**src/rtl/pixel_pack_pkg.sv**
```systemverilog
`default_nettype none
// +----------------------------------------------------------------------------+
// | pixel_pack_pkg : shared constants, state encoding and byte-enable helpers  |
// | Rev 1.0                                                                    |
// +----------------------------------------------------------------------------+
package pixel_pack_pkg;

  localparam int BYTE_W     = 8;
  localparam int PIX_BYTES  = 3;
  localparam int WORD_BYTES = 4;

  localparam logic [WORD_BYTES-1:0] BE_FULL = 4'b1111;
  localparam logic [WORD_BYTES-1:0] BE_RES3 = 4'b0111;
  localparam logic [WORD_BYTES-1:0] BE_RES2 = 4'b0011;
  localparam logic [WORD_BYTES-1:0] BE_RES1 = 4'b0001;
  localparam logic [WORD_BYTES-1:0] BE_NONE = 4'b0000;

  typedef enum logic [0:0] {
    ST_RUN   = 1'b0,
    ST_FLUSH = 1'b1
  } state_e;

  // Byte enables of the zero-padded tail word for a given residue count.
  function automatic logic [WORD_BYTES-1:0] residue_be(input logic [1:0] cnt);
    case (cnt)
      2'd3:    return BE_RES3;
      2'd2:    return BE_RES2;
      2'd1:    return BE_RES1;
      default: return BE_NONE;
    endcase
  endfunction

endpackage
`default_nettype wire

```
**src/rtl/pixel_pack_out_reg.sv**
```systemverilog
`default_nettype none
// +----------------------------------------------------------------------------+
// | pixel_pack_out_reg : single-entry valid/ready slot holding odat/obe/oaddr  |
// | Rev 1.0                                                                    |
// +----------------------------------------------------------------------------+
module pixel_pack_out_reg
  import pixel_pack_pkg::*;
#(
  parameter int DAT_WIDTH  = 32,
  parameter int ADDR_WIDTH = 16
) (
  input  logic                  clk,
  input  logic                  rst,
  input  logic                  load,
  input  logic [DAT_WIDTH-1:0]  load_dat,
  input  logic [WORD_BYTES-1:0] load_be,
  input  logic                  clr_addr,
  input  logic                  ordy,
  output logic [DAT_WIDTH-1:0]  odat,
  output logic [WORD_BYTES-1:0] obe,
  output logic [ADDR_WIDTH-1:0] oaddr,
  output logic                  oval
);

  logic [DAT_WIDTH-1:0]  dat_q,  dat_d;
  logic [WORD_BYTES-1:0] be_q,   be_d;
  logic [ADDR_WIDTH-1:0] addr_q, addr_d;
  logic                  val_q,  val_d;

  // The address register tracks consumed words, so a word loaded on the same
  // edge as a consume picks up the incremented address.
  always_comb begin
    dat_d  = dat_q;
    be_d   = be_q;
    addr_d = addr_q;
    val_d  = val_q;
    if (val_q && ordy) begin
      val_d  = 1'b0;
      addr_d = addr_q + 1'b1;
    end
    if (load) begin
      val_d = 1'b1;
      dat_d = load_dat;
      be_d  = load_be;
    end
    if (clr_addr) begin
      addr_d = '0;
    end
  end

  always_ff @(posedge clk or negedge rst) begin
    if (!rst) begin
      dat_q  <= '0;
      be_q   <= '0;
      addr_q <= '0;
      val_q  <= 1'b0;
    end else begin
      dat_q  <= dat_d;
      be_q   <= be_d;
      addr_q <= addr_d;
      val_q  <= val_d;
    end
  end

  assign odat  = dat_q;
  assign obe   = be_q;
  assign oaddr = addr_q;
  assign oval  = val_q;

endmodule
`default_nettype wire

```
**src/rtl/pixel_pack.sv**
```systemverilog
`default_nettype none
// +----------------------------------------------------------------------------+
// | pixel_pack : packs 24-bit pixels into contiguous 32-bit BRAM words         |
// | Rev 1.0                                                                    |
// +----------------------------------------------------------------------------+
module pixel_pack
  import pixel_pack_pkg::*;
#(
  parameter int DAT_WIDTH  = 32,
  parameter int PIX_WIDTH  = 24,
  parameter int ADDR_WIDTH = 16
) (
  input  logic                  clk,
  input  logic                  rst,
  input  logic [PIX_WIDTH-1:0]  ipix,
  input  logic                  ival,
  output logic                  irdy,
  input  logic                  iflush,
  output logic [DAT_WIDTH-1:0]  odat,
  output logic [WORD_BYTES-1:0] obe,
  output logic [ADDR_WIDTH-1:0] oaddr,
  output logic                  oval,
  input  logic                  ordy,
  output logic                  odone
);

  state_e                  state_q, state_d;
  logic [1:0]              cnt_q,   cnt_d;
  logic [PIX_WIDTH-1:0]    res_q,   res_d;
  logic                    odone_q, odone_d;

  logic                    slot_free;
  logic                    accept;
  logic                    load;
  logic [DAT_WIDTH-1:0]    load_dat;
  logic [WORD_BYTES-1:0]   load_be;
  logic                    clr_addr;

  assign slot_free = ~oval | ordy;
  assign irdy      = slot_free & (state_q == ST_RUN);
  assign accept    = ival & irdy;

  // Residue bytes always sit right-aligned with zeroed upper bytes, so the
  // flush word is simply the residue zero-extended.
  always_comb begin
    state_d  = state_q;
    cnt_d    = cnt_q;
    res_d    = res_q;
    odone_d  = 1'b0;
    load     = 1'b0;
    load_dat = '0;
    load_be  = BE_FULL;
    clr_addr = 1'b0;
    case (state_q)
      ST_RUN: begin
        if (accept) begin
          case (cnt_q)
            2'd0: begin
              res_d = ipix;
              cnt_d = 2'(PIX_BYTES);
            end
            2'd3: begin
              load     = 1'b1;
              load_dat = {ipix[BYTE_W-1:0], res_q[3*BYTE_W-1:0]};
              res_d    = {{BYTE_W{1'b0}}, ipix[3*BYTE_W-1:BYTE_W]};
              cnt_d    = 2'd2;
            end
            2'd2: begin
              load     = 1'b1;
              load_dat = {ipix[2*BYTE_W-1:0], res_q[2*BYTE_W-1:0]};
              res_d    = {{(2*BYTE_W){1'b0}}, ipix[3*BYTE_W-1:2*BYTE_W]};
              cnt_d    = 2'd1;
            end
            default: begin
              load     = 1'b1;
              load_dat = {ipix, res_q[BYTE_W-1:0]};
              res_d    = '0;
              cnt_d    = 2'd0;
            end
          endcase
        end
        if (iflush) begin
          state_d = ST_FLUSH;
        end
      end
      ST_FLUSH: begin
        if (cnt_q != 2'd0) begin
          if (slot_free) begin
            load     = 1'b1;
            load_dat = {{BYTE_W{1'b0}}, res_q};
            load_be  = residue_be(cnt_q);
            cnt_d    = 2'd0;
            res_d    = '0;
          end
        end else if (!oval) begin
          odone_d  = 1'b1;
          clr_addr = 1'b1;
          state_d  = ST_RUN;
        end
      end
      default: begin
        state_d = ST_RUN;
      end
    endcase
  end

  always_ff @(posedge clk or negedge rst) begin
    if (!rst) begin
      state_q <= ST_RUN;
      cnt_q   <= 2'd0;
      res_q   <= '0;
      odone_q <= 1'b0;
    end else begin
      state_q <= state_d;
      cnt_q   <= cnt_d;
      res_q   <= res_d;
      odone_q <= odone_d;
    end
  end

  assign odone = odone_q;

  pixel_pack_out_reg #(
    .DAT_WIDTH  (DAT_WIDTH),
    .ADDR_WIDTH (ADDR_WIDTH)
  ) u_out_reg (
    .clk      (clk),
    .rst      (rst),
    .load     (load),
    .load_dat (load_dat),
    .load_be  (load_be),
    .clr_addr (clr_addr),
    .ordy     (ordy),
    .odat     (odat),
    .obe      (obe),
    .oaddr    (oaddr),
    .oval     (oval)
  );

endmodule
`default_nettype wire

```
**config.mk**
```make
export PLATFORM = sky130hd
export DESIGN_NAME = pixel_pack
export DESIGN_NICKNAME = d
export VERILOG_FILES = /design/src/rtl/pixel_pack_pkg.sv /design/src/rtl/pixel_pack_out_reg.sv /design/src/rtl/pixel_pack.sv
export SDC_FILE = /design/constraint.sdc
export NUM_CORES = 1
export LEC_CHECK = 0
export ABC_AREA = 1
export BUFFER_PORTS_ARGS = -buffer_cell sky130_fd_sc_hd__buf_4
export CAP_MARGIN = 0
export CORE_MARGIN = 5
export CORE_UTILIZATION = 40
export DETAILED_ROUTE_END_ITERATION = 12
export SYNTH_ARGS = -nofsm -noshare
export SYNTH_HDL_FRONTEND = slang
export SYNTH_SLANG_ARGS = --single-unit
```
**constraint.sdc**
```tcl
create_clock -name clk -period 2.1 [get_ports clk]
set_input_delay 0.105 -clock clk [delete_from_list [all_inputs] [get_ports clk]]
set_output_delay 0.105 -clock clk [all_outputs]
set_load 0.005 [all_outputs]
```
==> results by stage, run 1 <==
Outcome:
- The run finished with clean final reports.

Clock tree:
- Clock latency on the worst-skew pair, taken at its later pin, is 0.37 ns.
- The clock transition at the registers of the reported paths is 0.09 ns.
- Counting the buffers created by CTS gives 9.
- CTS placed an instance of sky130_fd_sc_hd__clkbuf_8 at the clock tree root.
- The clock passes through at most 2 buffers.
- TritonCTS built the clock tree.
- The H-tree was split into 3 levels.
- The clock sink total is 81.

Timing:
- Final hold analysis gives a worst-case slack of 0.0141 ns.
- The achievable frequency is 0.546 GHz.
- The relative slew slack is 69.5%.
- For the pin with the worst max-slew slack, the measured transition is 0.457 ns.
- The final max-slew violation count is 0.
- Across all setup checks in the final design, the least slack found is 0.269 ns.
- Adding up every negative setup slack in the final design gives 0 ns.
- The final period demand of the worst path is 1.83 ns.
- The number of hold-slack violations in the final timing report was 0.
- Setup violations remaining at the end of the flow were counted as 0.
- Setup repair after global routing left no endpoint under its margin.
- The post-route clock period utilization is 87.2%.
- The worst clock skew is 0.0117 ns.

Worst setup path:
- The critical path in this run is classified as register to register.
- Walking the worst path, the cells encountered are inv_1 > ha_1 > clkinvlp_4 > buf_4 > o21ai_0 > nor2_1 > nand2_1 > nand2_1.
- The launching instance or port of the critical path is cnt_q[1].
- The source of the worst register-to-register timing path is cnt_q[1].
- The maximum fanout encountered on the critical timing path is 20.
- The critical path ends at u_out_reg.odat[10].
- The cell with the biggest individual delay on the critical path is sky130_fd_sc_hd__dfrtp_1.
- In this design, the stage delay of the slowest critical-path cell is 0.44 ns.
- The setup slack on the worst flop-to-flop path is 0.27 ns.
- The cell count of the worst reg-to-reg path is 8.
- STA classifies the critical path endpoint as a register.
- The startpoint type of the worst setup path is a register.
- The endpoint identified for the worst register-to-register timing path is u_out_reg.odat[10].
- At the worst endpoint, the required time is 2.35 ns.
- The arrival time at the worst endpoint is 2.08 ns.
- The cell repeated most along the worst path is sky130_fd_sc_hd__nand2_1.

Finish:
- In the final layout, the share of cells above drive strength 1 is 18.6%.
- After the last flow step, the layout net total stands at 722.
- The area of all sequential standard cells is 2030 um^2.
- The multi-input combinational cells in the finished layout cover a total of 1980 um^2.
- The number of filler instances in the final layout is 1080.
- The area overhead of the layout relative to synthesis is 24.4%.
- The utilization after layout is 50.4%.
- The antenna diode instance count is 0.

Power and ir drop:
- Summed over all cells, the static leakage comes to 0.00273 uW.
- The power per unit of standard cell area is 1170 nW/um^2.
- VDD sags by at most 587 uV.

Logic synthesis:
- In the post-synthesis netlist, the biggest area contributors are sky130_fd_sc_hd__dfrtp_1 (46%), sky130_fd_sc_hd__nand2_1 (14%), sky130_fd_sc_hd__o21ai_0 (8.0%), sky130_fd_sc_hd__nor2_1 (6.5%), sky130_fd_sc_hd__nand3_1 (5.0%).
- The area share of the largest cell type after synthesis is 46.3%.
- The count of yosys warnings during synthesis is 0.
- Counting instances in the post-synthesis netlist gives the leading cell types as sky130_fd_sc_hd__nand2_1 (161), sky130_fd_sc_hd__dfrtp_1 (81), sky130_fd_sc_hd__nor2_1 (76).
- The post-synthesis cell count is 600.
- The synthesized design contains 0 enable-type register cells.
- After synthesis, the mean cell area works out to 7.29 um^2.
- The synthesized netlist contains 28 unique library cells.
- The fraction of synthesis flops using an asynchronous set or reset pin is 100%.
- The number of nets in the synthesized netlist is 637.
- The dominant cell by count in the synthesized netlist is sky130_fd_sc_hd__nand2_1.
- The synthesis-stage register bit count is 81.
- The synthesized cell area is 4370 um^2.
- The leading area contributor after synthesis is sky130_fd_sc_hd__dfrtp_1.
- Summing the sequential cell areas from Yosys gives 46.3% of the chip area.
- Among all flip-flop cells after synthesis, the most frequent one is sky130_fd_sc_hd__dfrtp_1.

Placed design:
- The HPWL after detailed placement is 9340 um.
- The count of buffers inserted at the top-level ports is 83.
- At the end of routability-driven placement, the weighted congestion stood at 0.962.
- The worst setup slack before clock tree synthesis is 0.243 ns.

Drt:
- The routed length per instance is 15.3 um.
- After detailed routing, the total wire length is 12700 um.
- The routed layout has 4297 vias.
- The first routing iteration left 313 violations.
- The pre-antenna-repair detailed-routing pass consisted of 5 iterations.
- The final antenna-violating net count is 0.
- In the routed layout, each cell is associated on average with a via count of 5.18.
- The DRC violation count after routing is 0.

Floorplan:
- The initial standard-cell utilization of the core is 40.5%.
- From bottom edge to top edge, the die measures 115 um.
- The floorplan step defined a die boundary enclosing 13100 um^2.
- For this design the top-level I/O count stands at 84.
- After floorplanning, the core was sized to cover 10800 um^2.
- The floorplan step set the die width to 115 um.
- The floorplan has 38 rows.

Global routing:
- In the global route stage, overall resource usage came out at 20.2%.
- The number of global-route vias before repair is 4243.
- The initial antenna violation count is 0.
- Summed over all layers, the global routing overflow is 0.
- The first-pass GRT wire length is 21000 um.
- Entering global routing, the biggest net connects 49 pins.

Hold path:
- The min-delay analysis places its worst path in the category primary input to register.
- The number of cells on the worst hold path is 3.

Job:
- The max-cap check violation count is 0.
==> placed cells by master, fill, tap and decap left out, types with 2 or more instances in the layout <==
master,count
sky130_fd_sc_hd__nor3_1,2
sky130_fd_sc_hd__clkbuf_8,10
sky130_fd_sc_hd__nand3_1,44
sky130_fd_sc_hd__nor2_1,76
sky130_fd_sc_hd__nor2_2,2
sky130_fd_sc_hd__nand2_2,2
sky130_fd_sc_hd__nand4_1,6
sky130_fd_sc_hd__clkinvlp_4,3
sky130_fd_sc_hd__ha_1,8
sky130_fd_sc_hd__buf_4,98
sky130_fd_sc_hd__nand2_1,161
sky130_fd_sc_hd__o22ai_1,9
sky130_fd_sc_hd__inv_2,2
sky130_fd_sc_hd__dfrtp_1,81
sky130_fd_sc_hd__o21ai_1,4
sky130_fd_sc_hd__buf_12,3
sky130_fd_sc_hd__o21ai_0,70
sky130_fd_sc_hd__inv_1,56
sky130_fd_sc_hd__clkinv_4,2
sky130_fd_sc_hd__dlygate4sd3_1,3
sky130_fd_sc_hd__a21oi_1,37
==> how the worst min path moves through the flow <==
stage | startpoint | endpoint | slack [ns]
final | ipix[18] | res_q[18] | 0.01
after global routing | ipix[18] | res_q[18] | 0.03
after CTS | ipix[18] | res_q[18] | 0.0007
after detailed placement | rst | u_out_reg.oaddr[7] | 0.1
after global placement | rst | u_out_reg.oaddr[7] | 0.1
after floorplan | rst | cnt_q[0] | -0.19
==> worst max-delay path: cells and delay by family, from the launching register on <==
family / cells / cell delay [ns]
buffers and inverters: 3 / 0.72
AOI/OAI and AO/OA: 1 / 0.16
adders and majority gates: 1 / 0.23
and+or+nand+nor: 3 / 0.16
DFF: 1 / 0.44
==> routing by layer <==
layer / routed length, um / share of wire [%] / GRT usage [%] / vias to the layer above
li1: - / - / - / 2108
met5: 0 / 0 / 0 / -
met4: 335 / 2.6 / 9.26 / 0
met2: 5790 / 46 / 31.0 / 143
met1: 5810 / 46 / 27.9 / 2019
met3: 738 / 5.8 / 3.17 / 27
==> area by class of cell <==
| type | count | share of cell area [%] |
|---|---|---|
| clock buffers | 10 | 2.53 |
| clock inverters | 6 | 1.24 |
| inverters | 59 | 4.14 |
| multi-input cells | 430 | 36.4 |
| flip-flops and latches | 81 | 37.3 |
| well taps | 140 | 3.22 |
| repair buffers | 104 | 15.2 |
==> registers in the layout, summed over array words and instances (netlist names) <==
name	flops
state_q	1
res_q	24
u_out_reg.obe	4
u_out_reg.odat	32
odone	1
u_out_reg.oval	1
u_out_reg.oaddr	16
cnt_q	2
==> timing repair <==
| action | in CTS | in global routing |
|---|---|---|
| resized for setup | 0 | 1 |
| endpoints found under the hold margin | 35 | 0 |
| setup endpoints to repair | 0 | 1 |
| hold buffers | 3 | 0 |
| setup buffers | 0 | 0 |
==> through the flow <==
stage | power, uW | cell area (um^2) | instances
CTS | 6430 | 5440 | 830
detailed placement | 5220 | 5200 | 811
finish | 6390 | 5440 | 830
global placement | 5150 | 5200 | 811
global route | 6920 | 5440 | 830
floorplan | 4060 | 4370 | 600
==> where the power goes <==
| group | internal, uW | total, uW | leakage, uW | switching (uW) |
|---|---|---|---|---|
| Clock | 583 | 1190 | 0.0000985 | 605 |
| Combinational | 1140 | 3000 | 0.00154 | 1860 |
| Sequential | 1960 | 2200 | 0.00109 | 236 |
| Total | 3690 | 6390 | 0.00273 | 2700 |
==> cell families (layout without fill, tap and decap cells) <==
logic type	count (synthesis)	count (layout)	synth area share, %
simple gates	298	298	28.0
compound gates	124	124	14.8
flops	81	81	46.3
buf+inv	89	179	8.55
fa+ha+maj	8	8	2.29
No activity file was read; power rests on OpenSTA's default activity.
==> inputs of run 2 (changes only) <==
- CORE_MARGIN: 5 -> not set
- REMOVE_ABC_BUFFERS: not set -> 1
==> run 2 against run 1 <==
- design area up 0.48%
- core utilization is 1.8 points higher
- non-clock buffer count grew 1
- clock-buffer cell count fell by 1
- critical endpoint is now u_out_reg.odat[4]
- critical path type unchanged
- highest routed layer unchanged
- clock power up 11%
- first-iteration DRC count decreased by 19%
==> results by stage, run 2 (synthesized netlist as in run 1, its figures left out) <==
Timing:
- The post-route clock period utilization is 86.2% (was 87.2%).
- The measured slew at the worst slew-check pin came to 0.522 ns (was 0.457 ns).
- The final period demand of the worst path came to 1.81 ns (was 1.83 ns).
- The post-layout worst setup margin is 0.291 ns (was 0.269 ns).
- The number of hold-slack violations in the final timing report is 0 (unchanged).
- RSZ-0062 raised after global routing: false (unchanged).
- The achievable frequency is 0.553 GHz (was 0.546 GHz).
- The total negative setup slack was 0 ns (unchanged).
- The final max-slew violation count is 0 (unchanged).
- The final setup violation count is 0 (unchanged).
- The relative slew slack was 65.2% (was 69.5%).
- The worst clock skew is 0.00779 ns (was 0.0117 ns).
- The worst hold slack after final layout is 0.0220 ns (was 0.0141 ns).

Global routing:
- The total track usage was 21.2% (was 20.2%).
- The first-pass GRT wire length is 18900 um (was 21000 um).
- The largest net degree at the start of global routing was 44 (was 49).
- The number of global-route vias before repair is 3799 (was 4243).
- The total grt overflow is 0 (unchanged).
- The initial antenna violation count is 0 (unchanged).

Worst setup path:
- Ordered cell list for the critical path: inv_1 > ha_2 > inv_1 > nand3_2 > buf_4 > nand2_2 > nand2_1 > nand2_1 (was inv_1 > ha_1 > clkinvlp_4 > buf_4 > o21ai_0 > nor2_1 > nand2_1 > nand2_1).
- The type of the worst setup path is register to register (unchanged).
- The cell with the biggest individual delay on the critical path is sky130_fd_sc_hd__dfrtp_1 (unchanged).
- The critical path's largest stage delay is 0.43 ns (was 0.44 ns).
- The buffer and inverter count on the worst path is 3 (unchanged).
- The startpoint type of the worst setup path is a register (unchanged).
- The arrival time at the worst endpoint is 2.07 ns (was 2.08 ns).
- The type of destination of the critical path was a register (unchanged).
- The top cell family by delay on the critical path is buffers and inverters (unchanged).
- The maximum fanout encountered on the critical timing path was 19 (was 20).
- The required time of the critical path was 2.36 ns (was 2.35 ns).

Power and ir drop:
- The leakage dissipation is 0.00274 uW (was 0.00273 uW).
- The power per unit of standard cell area is 1180 nW/um^2 (was 1170 nW/um^2).
- The worst IR drop on VDD is 504 uV (was 587 uV).

Floorplan:
- The die outline area is 11400 um^2 (was 13100 um^2).
- The die span in x is 107 um (was 115 um).
- The I/O pin count came to 84 (unchanged).
- The height of the die is 107 um (was 115 um).
- The row count is 37 (was 38).
- The initial standard-cell utilization of the core is 41.8% (was 40.5%).
- The total core area is 10500 um^2 (was 10800 um^2).

Clock tree:
- The clock sink total came to 81 (unchanged).
- The number of buffers added for setup after CTS is 0 (unchanged).
- The cell chosen for the clock root is sky130_fd_sc_hd__clkbuf_8 (unchanged).
- The CTS tree is built (unchanged).
- The CTS buffer count is 9 (unchanged).
- The clock transition at the registers of the reported paths is 0.09 ns (about the same).
- The insertion delay to the later sink of the worst-skew pair is 0.36 ns (was 0.37 ns).
- The buffer depth of the longest clock path is 2 (unchanged).
- The H-tree depth is 3 (unchanged).

Finish:
- The number of filler instances in the final layout was 1074 (was 1080).
- The number of nets in the layout was 723 (was 722).
- The utilization after layout was 52.2% (was 50.4%).
- The area overhead of the layout relative to synthesis came to 25.0% (was 24.4%).
- The filler-free cell count of the finished design came to 827 (was 830).
- The antenna diode instance count is 0 (unchanged).
- Most frequent cells in the layout: sky130_fd_sc_hd__nand2_1 (161), sky130_fd_sc_hd__buf_4 (98), sky130_fd_sc_hd__dfrtp_1 (81), sky130_fd_sc_hd__nor2_1 (76), sky130_fd_sc_hd__o21ai_0 (70) (unchanged).
- The share of cells above drive strength 1 came to 18.7% (was 18.6%).
- The most common cell after layout, fill and taps aside is sky130_fd_sc_hd__nand2_1 (unchanged).
- The number of flip-flops in the largest register is 32 (unchanged).

Placed design:
- The final weighted congestion in routability-driven placement was 0.860 (was 0.962).
- The count of buffers inserted at the top-level ports is 83 (unchanged).
- The HPWL after detailed placement was 8370 um (was 9340 um).
- The worst setup slack before clock tree synthesis is 0.178 ns (was 0.243 ns).
- The cell count after placement is 807 (was 811).

Job:
- The max-cap check violation count is 0 (unchanged).

Drt:
- The routed length per instance is 14.0 um (was 15.3 um).
- The overall routed net length was 11600 um (was 12700 um).
- The routed via count divided by cell count was 5.05 (was 5.18).
- The number of iterations in the first detailed-routing pass is 5 (unchanged).
- The total vias in the final route is 4176 (was 4297).
- The iteration-0 DRC count of the detailed router came to 254 (was 313).
- The DRC violation count after routing is 0 (unchanged).
- The final antenna-violating net count is 0 (unchanged).

Outcome:
- Outcome: complete, no violations (unchanged).

Hold path:
- The class of the tightest hold or removal check is primary input to register (unchanged).
## run 2: cell count changes in the layout (fill, tap and decap cells not counted)
| cell | previous run | this run |
|---|---|---|
| sky130_fd_sc_hd__bufinv_16 | 1 | 2 |
| sky130_fd_sc_hd__clkinvlp_4 | 3 | 2 |
| sky130_fd_sc_hd__clkbuf_8 | 10 | 9 |
| sky130_fd_sc_hd__clkinv_2 | 1 | 0 |
| sky130_fd_sc_hd__inv_1 | 56 | 57 |
| sky130_fd_sc_hd__ha_1 | 8 | 6 |
| sky130_fd_sc_hd__dlygate4sd3_1 | 3 | 4 |
| sky130_fd_sc_hd__inv_6 | 0 | 2 |
| sky130_fd_sc_hd__ha_2 | 0 | 2 |
| sky130_fd_sc_hd__clkinv_4 | 2 | 1 |
## run 2: timing repair
| action | in CTS | in global routing |
|---|---|---|
| hold endpoints to repair | 41 | 0 |
| setup endpoints to repair | 0 | 11 |
| gates resized for setup | 0 | 2 |
| hold buffers | 4 | 0 |
## run 2: layer usage
metal | track usage, % | up-vias | wire length [um]
li1 | - | 2105 | -
met1 | 30.3 | 1924 | 5610
met2 | 32.4 | 129 | 5260
met3 | 2.49 | 18 | 493
met4 | 9.39 | 0 | 238
met5 | 0 | - | 0
## run 2: report_power, final
group,switching (uW),internal [uW]
sequential,232,1960
clock,635,680
combinational,1820,1150
## run 2: layout make-up
type	count	area (um^2)	area share, %
repair buffers	105	836	15.3
inverters	59	221	4.05
clock inverters	7	101	1.85
multi-input cells	430	1990	36.3
flip-flops and latches	81	2030	37.1
clock buffers	9	124	2.27
well taps	136	170	3.11
## run 2: through the flow
stage / instance area [um^2] / power [uW]
after floorplan: 4220 / 3860
after global placement: 5200 / 5140
after detailed placement: 5200 / 5180
after CTS: 5460 / 6520
after global routing: 5470 / 6980
final: 5470 / 6480
## run 2: worst min-delay path, delay by kind of cell
family / cells / cell delay, ns
compound gates: 1 / 0.07
buf+inv: 1 / 0.11
simple gates: 1 / 0.07
## run 2: path summary, 6_finish.rpt
kind / cells past startpoint / start / slack, ns / to
worst max register to register: 8 / cnt_q[0] / 0.29 / u_out_reg.odat[4]
worst max-delay path: 8 / cnt_q[0] / 0.29 / u_out_reg.odat[4]
worst min register to register: 2 / u_out_reg.odat[1] / 0.48 / u_out_reg.odat[1]
max in group asynchronous: 3 / rst / 1.23 / u_out_reg.odat[3]
worst min-delay path: 3 / ipix[22] / 0.02 / res_q[22]
min in group asynchronous: 2 / rst / 0.26 / u_out_reg.oaddr[0]
==> inputs of run 3 (changes only) <==
- clock period: 2.1 -> 1.8 ns (I/O delays scaled with it)
==> run 3 against run 2 <==
- clock power down 5%
- clock-buffer cell count stayed put
- hold slack gained 0.0071 ns
- power grew 14%
- via count increased by 0.48%
==> results by stage, run 3 (synthesized netlist as in run 1, its figures left out) <==
Timing:
- The post-route clock period utilization was 93.5% (was 86.2%).
- The worst clock skew came to 0.0163 ns (was 0.00779 ns).
- The final setup violation count is 0 (unchanged).
- The total negative setup slack was 0 ns (unchanged).
- The achievable frequency is 0.594 GHz (was 0.553 GHz).
- The number of hold-slack violations in the final timing report is 0 (unchanged).
- The post-layout worst setup margin is 0.116 ns (was 0.291 ns).
- The final period demand of the worst path is 1.68 ns (was 1.81 ns).
- The relative slew slack is 63.6% (was 65.2%).
- The final max-slew violation count is 0 (unchanged).
- The worst hold slack after final layout was 0.0291 ns (was 0.0220 ns).
- The measured slew at the worst slew-check pin is 0.547 ns (was 0.522 ns).
- RSZ-0062 raised after global routing: false (unchanged).

Drt:
- The length of routed met3 wiring is 551 um (was 493 um).
- The overall routed net length is 12000 um (was 11600 um).
- The highest routing layer actually used is met4 (unchanged).
- The total vias in the final route came to 4196 (was 4176).
- The final antenna-violating net count came to 0 (unchanged).
- The routed via count divided by cell count is 5.04 (was 5.05).
- The met2 wire length is 5690 um (was 5260 um).
- The number of iterations in the first detailed-routing pass is 5 (unchanged).
- The routed length per instance came to 14.5 um (was 14.0 um).
- The DRC violation count after routing is 0 (unchanged).
- The routed metal-1 wirelength was 5580 um (was 5610 um).
- The iteration-0 DRC count of the detailed router is 270 (was 254).

Placed design:
- The count of buffers inserted at the top-level ports is 83 (unchanged).
- The cell count after placement is 807 (unchanged).
- The HPWL after detailed placement is 8620 um (was 8370 um).
- The worst setup slack before clock tree synthesis is 0.105 ns (was 0.178 ns).
- The instance area at placement is 5230 um^2 (was 5200 um^2).
- The final weighted congestion in routability-driven placement was 0.879 (was 0.860).

Worst setup path:
- The arrival time at the worst endpoint came to 1.91 ns (was 2.07 ns).
- The setup slack on the worst flop-to-flop path came to 0.12 ns (was 0.29 ns).
- The cell count of the worst reg-to-reg path is 6 (was 8).
- The startpoint type of the worst setup path is a register (unchanged).
- The type of the worst setup path is register to register (unchanged).
- The source of the worst register-to-register timing path is cnt_q[0] (unchanged).
- The maximum fanout encountered on the critical timing path was 10 (was 19).
- The type of destination of the critical path is a register (unchanged).
- The required time of the critical path is 2.03 ns (was 2.36 ns).
- The capture instance of the worst register-to-register path was u_out_reg.obe[1] (was u_out_reg.odat[4]).

Floorplan:
- The die span in x came to 107 um (unchanged).
- The row count was 37 (unchanged).
- The height of the die is 107 um (unchanged).
- The initial standard-cell utilization of the core came to 41.8% (unchanged).
- The I/O pin count is 84 (unchanged).
- The total core area is 10500 um^2 (unchanged).
- The die outline area was 11400 um^2 (unchanged).

Hold path:
- The startpoint of the lowest-slack hold path is ipix[21] (was ipix[22]).
- The hold path endpoint is res_q[21] (was res_q[22]).
- The class of the tightest hold or removal check is primary input to register (unchanged).
- The number of cells on the worst hold path is 3 (unchanged).

Finish:
- The area overhead of the layout relative to synthesis is 26.2% (was 25.0%).
- The number of filler instances in the final layout came to 1027 (was 1074).
- The number of nets in the layout is 729 (was 723).
- Most frequent cells in the layout: sky130_fd_sc_hd__nand2_1 (161), sky130_fd_sc_hd__buf_4 (97), sky130_fd_sc_hd__dfrtp_1 (81), sky130_fd_sc_hd__nor2_1 (74), sky130_fd_sc_hd__o21ai_0 (70) (was sky130_fd_sc_hd__nand2_1 (161), sky130_fd_sc_hd__buf_4 (98), sky130_fd_sc_hd__dfrtp_1 (81), sky130_fd_sc_hd__nor2_1 (76), sky130_fd_sc_hd__o21ai_0 (70)).
- The filler-free cell count of the finished design is 833 (was 827).
- The antenna diode instance count came to 0 (unchanged).
- The total area of multi-input combinational cells is 1990 um^2 (about the same).
- The cell area after layout is 5520 um^2 (was 5470 um^2).
- The most common cell after layout, fill and taps aside is sky130_fd_sc_hd__nand2_1 (unchanged).
- The area of all sequential standard cells is 2030 um^2 (unchanged).
- The number of flip-flops in the largest register is 32 (unchanged).
- The share of cells above drive strength 1 came to 19.2% (was 18.7%).

Clock tree:
- The CTS buffer count is 9 (unchanged).
- The insertion delay to the later sink of the worst-skew pair was 0.36 ns (about the same).
- The buffer depth of the longest clock path came to 2 (unchanged).
- The CTS tree is built (unchanged).
- The cell chosen for the clock root is sky130_fd_sc_hd__clkbuf_8 (unchanged).
- The clock transition at the registers of the reported paths is 0.09 ns (about the same).
- The clock sink total is 81 (unchanged).
- The H-tree depth is 3 (unchanged).

Power and ir drop:
- The power per unit of standard cell area came to 1340 nW/um^2 (was 1180 nW/um^2).
- The register share of total power is 34.6% (was 33.9%).
- The leakage dissipation is 0.00276 uW (was 0.00274 uW).
- The share of power burned in combinational logic came to 48.6% (was 45.8%).
- The part of the power in the clock network is 16.8% (was 20.3%).
- The cell internal power dissipation is 4230 uW (was 3790 uW).
- The worst IR drop on VDD is 502 uV (was 504 uV).
- The net switching power is 3170 uW (was 2680 uW).
- The switching fraction of total power is 42.8% (was 41.5%).

Job:
- The max-cap check violation count is 0 (unchanged).

Global routing:
- The total grt overflow is 0 (unchanged).
- The number of global-route vias before repair is 3928 (was 3799).
- The first-pass GRT wire length came to 19800 um (was 18900 um).
- The initial antenna violation count was 0 (unchanged).
- The largest net degree at the start of global routing was 44 (unchanged).
- The total track usage was 22.3% (was 21.2%).

Outcome:
- Outcome: complete, no violations (unchanged).
## run 3: cell count changes in the layout (fill, tap and decap cells not counted), sizes merged
cell / previous run / this run
dlygate4sd3: 4 / 8
buf: 101 / 103
bufinv: 2 / 0
clkinv: 1 / 2
clkinvlp: 2 / 3
## run 3: worst max-delay path, cell delays in order, from the launching register on
cell and delay, ns:
sky130_fd_sc_hd__dfrtp_1 0.42, sky130_fd_sc_hd__inv_1 0.13, sky130_fd_sc_hd__ha_1 0.27, sky130_fd_sc_hd__buf_4 0.19
sky130_fd_sc_hd__or2_2 0.32, sky130_fd_sc_hd__nor3_2 0.17, sky130_fd_sc_hd__a21oi_1 0.06
## run 3: worst max path at each step
stage	from	to	depth (start not counted)	slack (ns)
2_1_floorplan	cnt_q[0]	u_out_reg.obe[2]	6	-0.50
3_3_place_gp	cnt_q[0]	u_out_reg.odat[4]	8	0.20
3_5_place_dp	cnt_q[0]	res_q[19]	6	0.10
4_1_cts	cnt_q[0]	res_q[19]	6	0.09
5_1_grt	cnt_q[0]	u_out_reg.oaddr[14]	9	0.003
6_report	cnt_q[0]	u_out_reg.obe[1]	6	0.12
## run 3: area by class of cell
| cell class | count | area share [%] |
|---|---|---|
| clock inverter | 7 | 0.975 |
| inverter | 59 | 4.01 |
| sequential | 81 | 36.7 |
| clock buffer | 9 | 2.24 |
| multi-input combinational | 430 | 36.1 |
| timing repair buffer | 111 | 16.8 |
| tap | 136 | 3.08 |
## run 3: repair_timing
action | 4_1_cts | 5_1_grt
endpoints found under the setup margin | 0 | 22
gates resized for setup | 0 | 5
hold buffers | 8 | 0
setup buffers | 0 | 2
hold endpoints to repair | 45 | 0
## run 3: power groups by stage
stage	Sequential [uW]	Clock, uW	Combinational [uW]
after detailed placement	2590	0	3540
after global placement	2580	0	3480
after floorplan	2560	0	1940
final	2560	1250	3600
after CTS	2560	1290	3570
after global routing	2620	1360	4040
## run 3: metrics by stage
step | total power (uW) | util, %
3_5_place_dp | 6130 | 50.0
4_1_cts | 7420 | 52.5
5_1_grt | 8030 | 52.8
3_3_place_gp | 6060 | 50.0
6_report | 7410 | 52.8
2_1_floorplan | 4500 | -
## run 3: metal layers
metal | GRT usage (%) | up-vias
li1 | - | 2112
met1 | 30.9 | 1918
met2 | 35.0 | 150
met3 | 2.55 | 16
met4 | 10.1 | 0
met5 | 0 | -
